===== src/rtl/router_pkg.sv =====
`default_nettype none
// +-----------------------------------------------------------------------+
// | router_pkg: shared port IDs, arbiter state codes, round-robin helper  |
// | Rev 1.0                                                               |
// +-----------------------------------------------------------------------+
package router_pkg;

  localparam int NOC_SLAVE    = 0;
  localparam int NOC_MASTER   = 1;
  localparam int AXI_SLAVE0   = 2;
  localparam int AXI_SLAVE1   = 3;
  localparam int AXI_MASTER0  = 4;
  localparam int AXI_MASTER1  = 5;

  localparam int ROUTER_PORTS = 6;

  localparam logic [1:0] ST_IDLE = 2'd0;
  localparam logic [1:0] ST_AW   = 2'd1;
  localparam logic [1:0] ST_W    = 2'd2;

  function automatic int rr_wrap_inc(input int idx, input int ports);
    return (idx >= ports - 1) ? 0 : idx + 1;
  endfunction

endpackage
`default_nettype wire


===== src/rtl/rr_pick.sv =====
`default_nettype none
// +-----------------------------------------------------------------------+
// | rr_pick: first set request bit at or after ptr, wrapping modulo PORTS |
// | Rev 1.0                                                               |
// +-----------------------------------------------------------------------+
module rr_pick
  import router_pkg::*;
#(
  parameter int PORTS = ROUTER_PORTS,
  parameter int IDX_W = 3
) (
  input  logic [PORTS-1:0] req,
  input  logic [IDX_W-1:0] ptr,
  output logic [IDX_W-1:0] idx,
  output logic             found
);

  int               c_sum;
  logic [IDX_W-1:0] cand;

  always_comb begin
    idx   = '0;
    found = 1'b0;
    c_sum = 0;
    cand  = '0;
    for (int i = 0; i < PORTS; i++) begin
      c_sum = int'(ptr) + i;
      if (c_sum >= PORTS) c_sum = c_sum - PORTS;
      cand = IDX_W'(c_sum);
      if (!found && req[cand]) begin
        found = 1'b1;
        idx   = cand;
      end
    end
  end

endmodule
`default_nettype wire


===== src/rtl/router_wr_arbiter.sv =====
`default_nettype none
// +-----------------------------------------------------------------------+
// | router_wr_arbiter: round-robin AW grant, W locked until WLAST.        |
// | Optional W-stall watchdog: define ARB_WTIMEOUT_EN.   Rev 1.0         |
// +-----------------------------------------------------------------------+
module router_wr_arbiter
  import router_pkg::*;
#(
  parameter int PORTS       = ROUTER_PORTS,
  parameter int IDX_W       = 3,
  parameter int TIMEOUT_CYC = 1024
) (
  input  logic             clk,
  input  logic             rst,
  input  logic [PORTS-1:0] req_awvalid,
  output logic [PORTS-1:0] req_awready,
  input  logic [PORTS-1:0] req_wvalid,
  output logic [PORTS-1:0] req_wready,
  input  logic [PORTS-1:0] req_wlast,
  output logic             m_awvalid,
  input  logic             m_awready,
  output logic             m_wvalid,
  input  logic             m_wready,
  output logic             m_wlast,
  output logic [IDX_W-1:0] grant_idx,
  output logic             busy,
  output logic             err_timeout
);

  generate
    if ((1 << IDX_W) < PORTS) begin : g_bad_idx_w
      $error("IDX_W too narrow for PORTS");
    end
    if (TIMEOUT_CYC < 1) begin : g_bad_timeout
      $error("TIMEOUT_CYC must be positive");
    end
  endgenerate

  logic [1:0]       state_q, state_d;
  logic [IDX_W-1:0] rr_ptr_q, rr_ptr_d;
  logic [IDX_W-1:0] grant_idx_q, grant_idx_d;
  logic [IDX_W-1:0] pick_idx;
  logic             pick_found;
  logic             aw_hs, w_hs;

  rr_pick #(.PORTS(PORTS), .IDX_W(IDX_W)) u_rr_pick (
    .req   (req_awvalid),
    .ptr   (rr_ptr_q),
    .idx   (pick_idx),
    .found (pick_found)
  );

  // Outputs depend only on state and the registered grant, never on the picker.
  always_comb begin
    req_awready = '0;
    req_wready  = '0;
    m_awvalid   = 1'b0;
    m_wvalid    = 1'b0;
    m_wlast     = 1'b0;
    if (state_q == ST_AW) begin
      m_awvalid                = req_awvalid[grant_idx_q];
      req_awready[grant_idx_q] = m_awready;
    end
    if (state_q == ST_W) begin
      m_wvalid                = req_wvalid[grant_idx_q];
      m_wlast                 = req_wlast[grant_idx_q];
      req_wready[grant_idx_q] = m_wready;
    end
  end

  assign aw_hs     = m_awvalid & m_awready;
  assign w_hs      = m_wvalid & m_wready;
  assign grant_idx = grant_idx_q;
  assign busy      = (state_q == ST_AW) || (state_q == ST_W);

  always_comb begin
    state_d     = state_q;
    rr_ptr_d    = rr_ptr_q;
    grant_idx_d = grant_idx_q;
    case (state_q)
      ST_IDLE: begin
        if (pick_found) begin
          grant_idx_d = pick_idx;
          state_d     = ST_AW;
        end
      end
      ST_AW: begin
        if (aw_hs) begin
          rr_ptr_d = IDX_W'(rr_wrap_inc(int'(grant_idx_q), PORTS));
          state_d  = ST_W;
        end
      end
      ST_W: begin
        if (w_hs && m_wlast) state_d = ST_IDLE;
      end
      default: state_d = ST_IDLE;
    endcase
  end

  always_ff @(posedge clk or posedge rst) begin
    if (rst) begin
      state_q     <= ST_IDLE;
      rr_ptr_q    <= '0;
      grant_idx_q <= '0;
    end else begin
      state_q     <= state_d;
      rr_ptr_q    <= rr_ptr_d;
      grant_idx_q <= grant_idx_d;
    end
  end

`ifdef ARB_WTIMEOUT_EN
  localparam int TO_W = $clog2(TIMEOUT_CYC + 1);

  logic [TO_W-1:0] to_cnt_q, to_cnt_d;
  logic            err_timeout_q, err_timeout_d;

  // Counts cycles the granted source starves the W channel; saturates at the limit.
  always_comb begin
    to_cnt_d = to_cnt_q;
    if (aw_hs) begin
      to_cnt_d = '0;
    end else if (state_q == ST_W) begin
      if (w_hs)
        to_cnt_d = '0;
      else if (!m_wvalid && (to_cnt_q != TO_W'(TIMEOUT_CYC)))
        to_cnt_d = to_cnt_q + 1'b1;
    end
    err_timeout_d = err_timeout_q | (to_cnt_d == TO_W'(TIMEOUT_CYC));
  end

  always_ff @(posedge clk or posedge rst) begin
    if (rst) begin
      to_cnt_q      <= '0;
      err_timeout_q <= 1'b0;
    end else begin
      to_cnt_q      <= to_cnt_d;
      err_timeout_q <= err_timeout_d;
    end
  end

  assign err_timeout = err_timeout_q;
`else
  assign err_timeout = 1'b0;
`endif

endmodule
`default_nettype wire


===== config.mk =====
export PLATFORM = sky130hd
export DESIGN_NAME = router_wr_arbiter
export DESIGN_NICKNAME = d
export VERILOG_FILES = /design/src/rtl/router_pkg.sv /design/src/rtl/rr_pick.sv /design/src/rtl/router_wr_arbiter.sv
export SDC_FILE = /design/constraint.sdc
export NUM_CORES = 1
export LEC_CHECK = 0
export CAP_MARGIN = 10
export CORE_UTILIZATION = 45
export CTS_BUF_LIST = sky130_fd_sc_hd__clkbuf_8
export CTS_CLUSTER_DIAMETER = 200
export DETAILED_ROUTE_END_ITERATION = 16
export GPL_TIMING_DRIVEN = 0
export PLACE_DENSITY = 0.75
export SYNTH_ARGS = -nofsm -noshare
export SYNTH_HDL_FRONTEND = slang
export SYNTH_SLANG_ARGS = --single-unit

===== constraint.sdc =====
create_clock -name clk -period 3.9 [get_ports clk]
set_input_delay 0.78 -clock clk [delete_from_list [all_inputs] [get_ports clk]]
set_output_delay 0.78 -clock clk [all_outputs]
set_load 0.1 [all_outputs]

==> impl_metrics.py, run 1 <==
metrics = {
    "worst_setup_path": {
        "slowest_delay_ps": 1130,
        "reg2reg_from": "rr_ptr_q[2]$_DFFE_PP0P_",
        "cp-start-kind": "input port",
        "cp.depth": 6,
        "worstPathMaxFanout": 2,
        "path_buf_inv": 3,
        "end_kind": "output pin",
        "cp_common_cell": "clkdlybuf4s50_1",
        "cpMaxStageDelayCell": "clkdlybuf4s50_1",
        "crit_start": "req_wvalid[3]",
        "reg2reg_depth": 11,
        "crit_family": "buffers and inverters",
        "r2r-end": "state_q[1]$_DFFE_PP0P_",
        "cp-endpoint": "m_wvalid",
        "cp.required_ps": 3120,
        "critPathKind": "in -> out",
        "cp_cell_sequence": "clkdlybuf4s50_1 > mux4_2 > inv_1 > o22ai_1 > and2_1 > clkdlybuf4s50_1",
        "ff2ff_setup_slack_ps": 440,
        "critPathArrivalTime_ps": 3020,
    },
    "detailed_routing": {
        "vias": 1669,
        "routed_wl_um": 4360,
        "avgViaCountPerCell": 5.86,
        "drt_iter0_drc": 136,
        "wl_per_cell_um": 15.3,
        "drc": 0,
        "first_pass_iters": 6,
        "ant_nets": 0,
    },
    "logic_synthesis": {
        "yosys_warnings": 0,
        "synth-main-ff-cell": "dfrtp_1",
        "ys_seq_elements": 8,
        "ys_types": 55,
        "syn_avg_cell_area_um2": 8.01,
        "syn-num-nets": 231,
        "ys_async_sr_fraction_pct": 100,
        "ys_seq_area_share_pct": 12.7,
        "syn-instance-count": 196,
        "syn_area_um2": 1570,
        "synth_edf_count": 0,
    },
    "global_route": {
        "antenna_found_initial": 0,
        "grtUsageTotal_pct": 24.2,
        "grt-ovfl-total": 0,
        "grt_pass1_wl_um": 6780,
        "first_global_vias": 1437,
        "grt_max_degree": 11,
    },
    "cells_and_area": {
        "layout-drive-gt1-share_pct": 13.0,
        "nFillCells": 311,
        "n_antenna_cell": 0,
        "nNetsFinal": 276,
        "fin_util_pct": 62.8,
        "final_cell_area_um2": 2090,
        "area_growth_pct": 33.4,
    },
    "clocking": {
        "cts.sinks": 8,
        "clk_latency_ps": 230,
        "numCtsBuffers": 3,
        "tritoncts": "yes",
        "post_cts_buffers": 0,
        "hold_buffers": 0,
        "cts.path.max_buffers": 2,
        "cts-root-buf": "clkbuf_8",
        "cts-resized-gates": 1,
        "path_clk_slew_ps": 40,
        "htreeDepth": 1,
    },
    "sta": {
        "hold_viol": 0,
        "tns_ps": 0,
        "finalClockSkew_ps": 6.66,
        "finalMaxSlewViolations": 0,
        "worst_slack_ps": 97.2,
        "worstMarginPinSlew_ps": 1000,
        "fin_crit_sh_pct": 97.5,
        "max_freq_ghz": 0.263,
        "rsz0062_at_grt": "false",
        "period_needed_ps": 3800,
        "setup_viol": 0,
        "max-slew-margin-rel_pct": 33.0,
    },
    "floorplanning": {
        "die_h_um": 61.1,
        "die_x_um": 61.1,
        "initial_core_util_pct": 47.1,
        "rows": 21,
        "io_pins": 42,
        "dieArea_um2": 3730,
        "coreArea_um2": 3340,
    },
    "placement": {
        "gp_congestion": 0.874,
        "hpwl_um": 3500,
        "portBuffers": 40,
        "post-place-ws_ps": -81.1,
        "place_area_um2": 2050,
    },
    "flow_run": {
        "cap_violations": 0,
    },
    "outcome": {
        "outcome": "finished, final reports clean",
    },
    "hold_path": {
        "hp-class": "reg -> reg",
    },
}
[cell families after synthesis]
kind of cell | after synthesis | share of synthesized area (%)
mux | 23 | 18.1
other cells | 1 | 0.239
buf+inv | 25 | 7.25
simple gates | 74 | 25.2
xor+xnor | 5 | 3.27
fa+ha+maj | 13 | 10.4
compound gates | 47 | 22.9
flops | 8 | 12.7
[layout make-up]
| cell class | instances | area (um^2) | share of cell area [%] |
|---|---|---|---|
| Sequential cell | 8 | 200 | 9.56 |
| Clock buffer | 3 | 41.3 | 1.97 |
| Timing Repair Buffer | 40 | 399 | 19.1 |
| Buffer | 12 | 65.1 | 3.11 |
| Inverter | 13 | 48.8 | 2.33 |
| Multi-Input combinational cell | 163 | 1280 | 61.2 |
| Tap cell | 46 | 57.6 | 2.75 |
[Yosys cell counts (3+ instances only)]
| master | number | area [um^2] |
|---|---|---|
| a211oi_1 | 4 | 30.0 |
| a21o_1 | 5 | 37.5 |
| a21oi_1 | 7 | 35.0 |
| and2_1 | 4 | 25.0 |
| clkbuf_1 | 8 | 30.0 |
| dfrtp_1 | 8 | 200 |
| ha_1 | 13 | 163 |
| inv_1 | 13 | 48.8 |
| mux2i_1 | 13 | 130 |
| mux2i_2 | 3 | 41.3 |
| mux4_2 | 3 | 67.6 |
| nand2_1 | 16 | 60.1 |
| nand2b_1 | 5 | 31.3 |
| nand3_1 | 6 | 30.0 |
| nor2_1 | 9 | 33.8 |
| nor3_1 | 16 | 80.1 |
| nor3b_1 | 3 | 22.5 |
| o21ai_0 | 5 | 25.0 |
| o22ai_1 | 3 | 18.8 |
| or2_2 | 3 | 18.8 |
| or3_1 | 3 | 18.8 |
[registers in the layout (all words and copies together), names as in the netlist]
| register | cells |
|---|---|
| rr_ptr_q | 3 |
| state_q | 2 |
| grant_idx | 3 |
[how the worst min path moves through the flow]
stage | endpoint | startpoint | slack (ps) | cells past startpoint
floorplan | state_q[1]$_DFFE_PP0P_ | state_q[1]$_DFFE_PP0P_ | 480 | 1
global placement | state_q[1]$_DFFE_PP0P_ | state_q[1]$_DFFE_PP0P_ | 500 | 1
detailed placement | state_q[1]$_DFFE_PP0P_ | state_q[1]$_DFFE_PP0P_ | 510 | 1
CTS | state_q[1]$_DFFE_PP0P_ | state_q[1]$_DFFE_PP0P_ | 520 | 1
global route | state_q[1]$_DFFE_PP0P_ | state_q[1]$_DFFE_PP0P_ | 560 | 1
finish | state_q[1]$_DFFE_PP0P_ | state_q[1]$_DFFE_PP0P_ | 520 | 1
[through the flow]
| step | hold slack [ps] | std cells |
|---|---|---|
| 6_report | 522 | 285 |
| 5_1_grt | 556 | 285 |
| 4_1_cts | 524 | 285 |
| 3_5_place_dp | 515 | 282 |
| 3_3_place_gp | 503 | 282 |
| 2_1_floorplan | 485 | 196 |
[worst register-to-register path: cells and delay by family, from the launching register on]
family	cells	cell delay [ps]
AO/OA/AOI/OAI	2	760
AND/OR/NAND/NOR	3	720
buffers and inverters	3	710
multiplexers	2	600
flip-flops	1	360
adder cells (fa/ha/maj)	1	190
[placed cells by master (no fill, tap or decap), types with 4 or more instances in the layout]
cell,count
a211oi_1,4
a21o_1,5
a21oi_1,7
and2_1,4
clkbuf_1,8
clkdlybuf4s50_1,39
dfrtp_1,8
ha_1,13
inv_1,13
mux2i_1,13
nand2_1,16
nand2b_1,5
nand3_1,6
nor2_1,9
nor3_1,14
o21ai_0,5
[metal layers]
metal	track usage, %	wire length (um)	up-vias
li1	-	-	809
met1	35.5	2000	801
met2	38.4	2120	59
met3	4.41	243	0
met4	2.27	0	0
met5	0	0	-
Power of run 1 is not shown: default switching activity piles up to over one toggle a cycle in this logic, so the estimate is an artifact.
==> run 2, diff against run 1 <==
--- a/config.mk
+++ b/config.mk
@@ -5,6 +5,7 @@
 export SDC_FILE = /design/constraint.sdc
 export NUM_CORES = 1
 export LEC_CHECK = 0
+export ABC_CLOCK_PERIOD_IN_PS = 3900
 export CAP_MARGIN = 10
 export CORE_UTILIZATION = 45
 export CTS_BUF_LIST = sky130_fd_sc_hd__clkbuf_8
==> results of run 2 <==
Final layout, timing and power as in run 1 (identical DEF).
Power of run 2 is left out for the same reason.
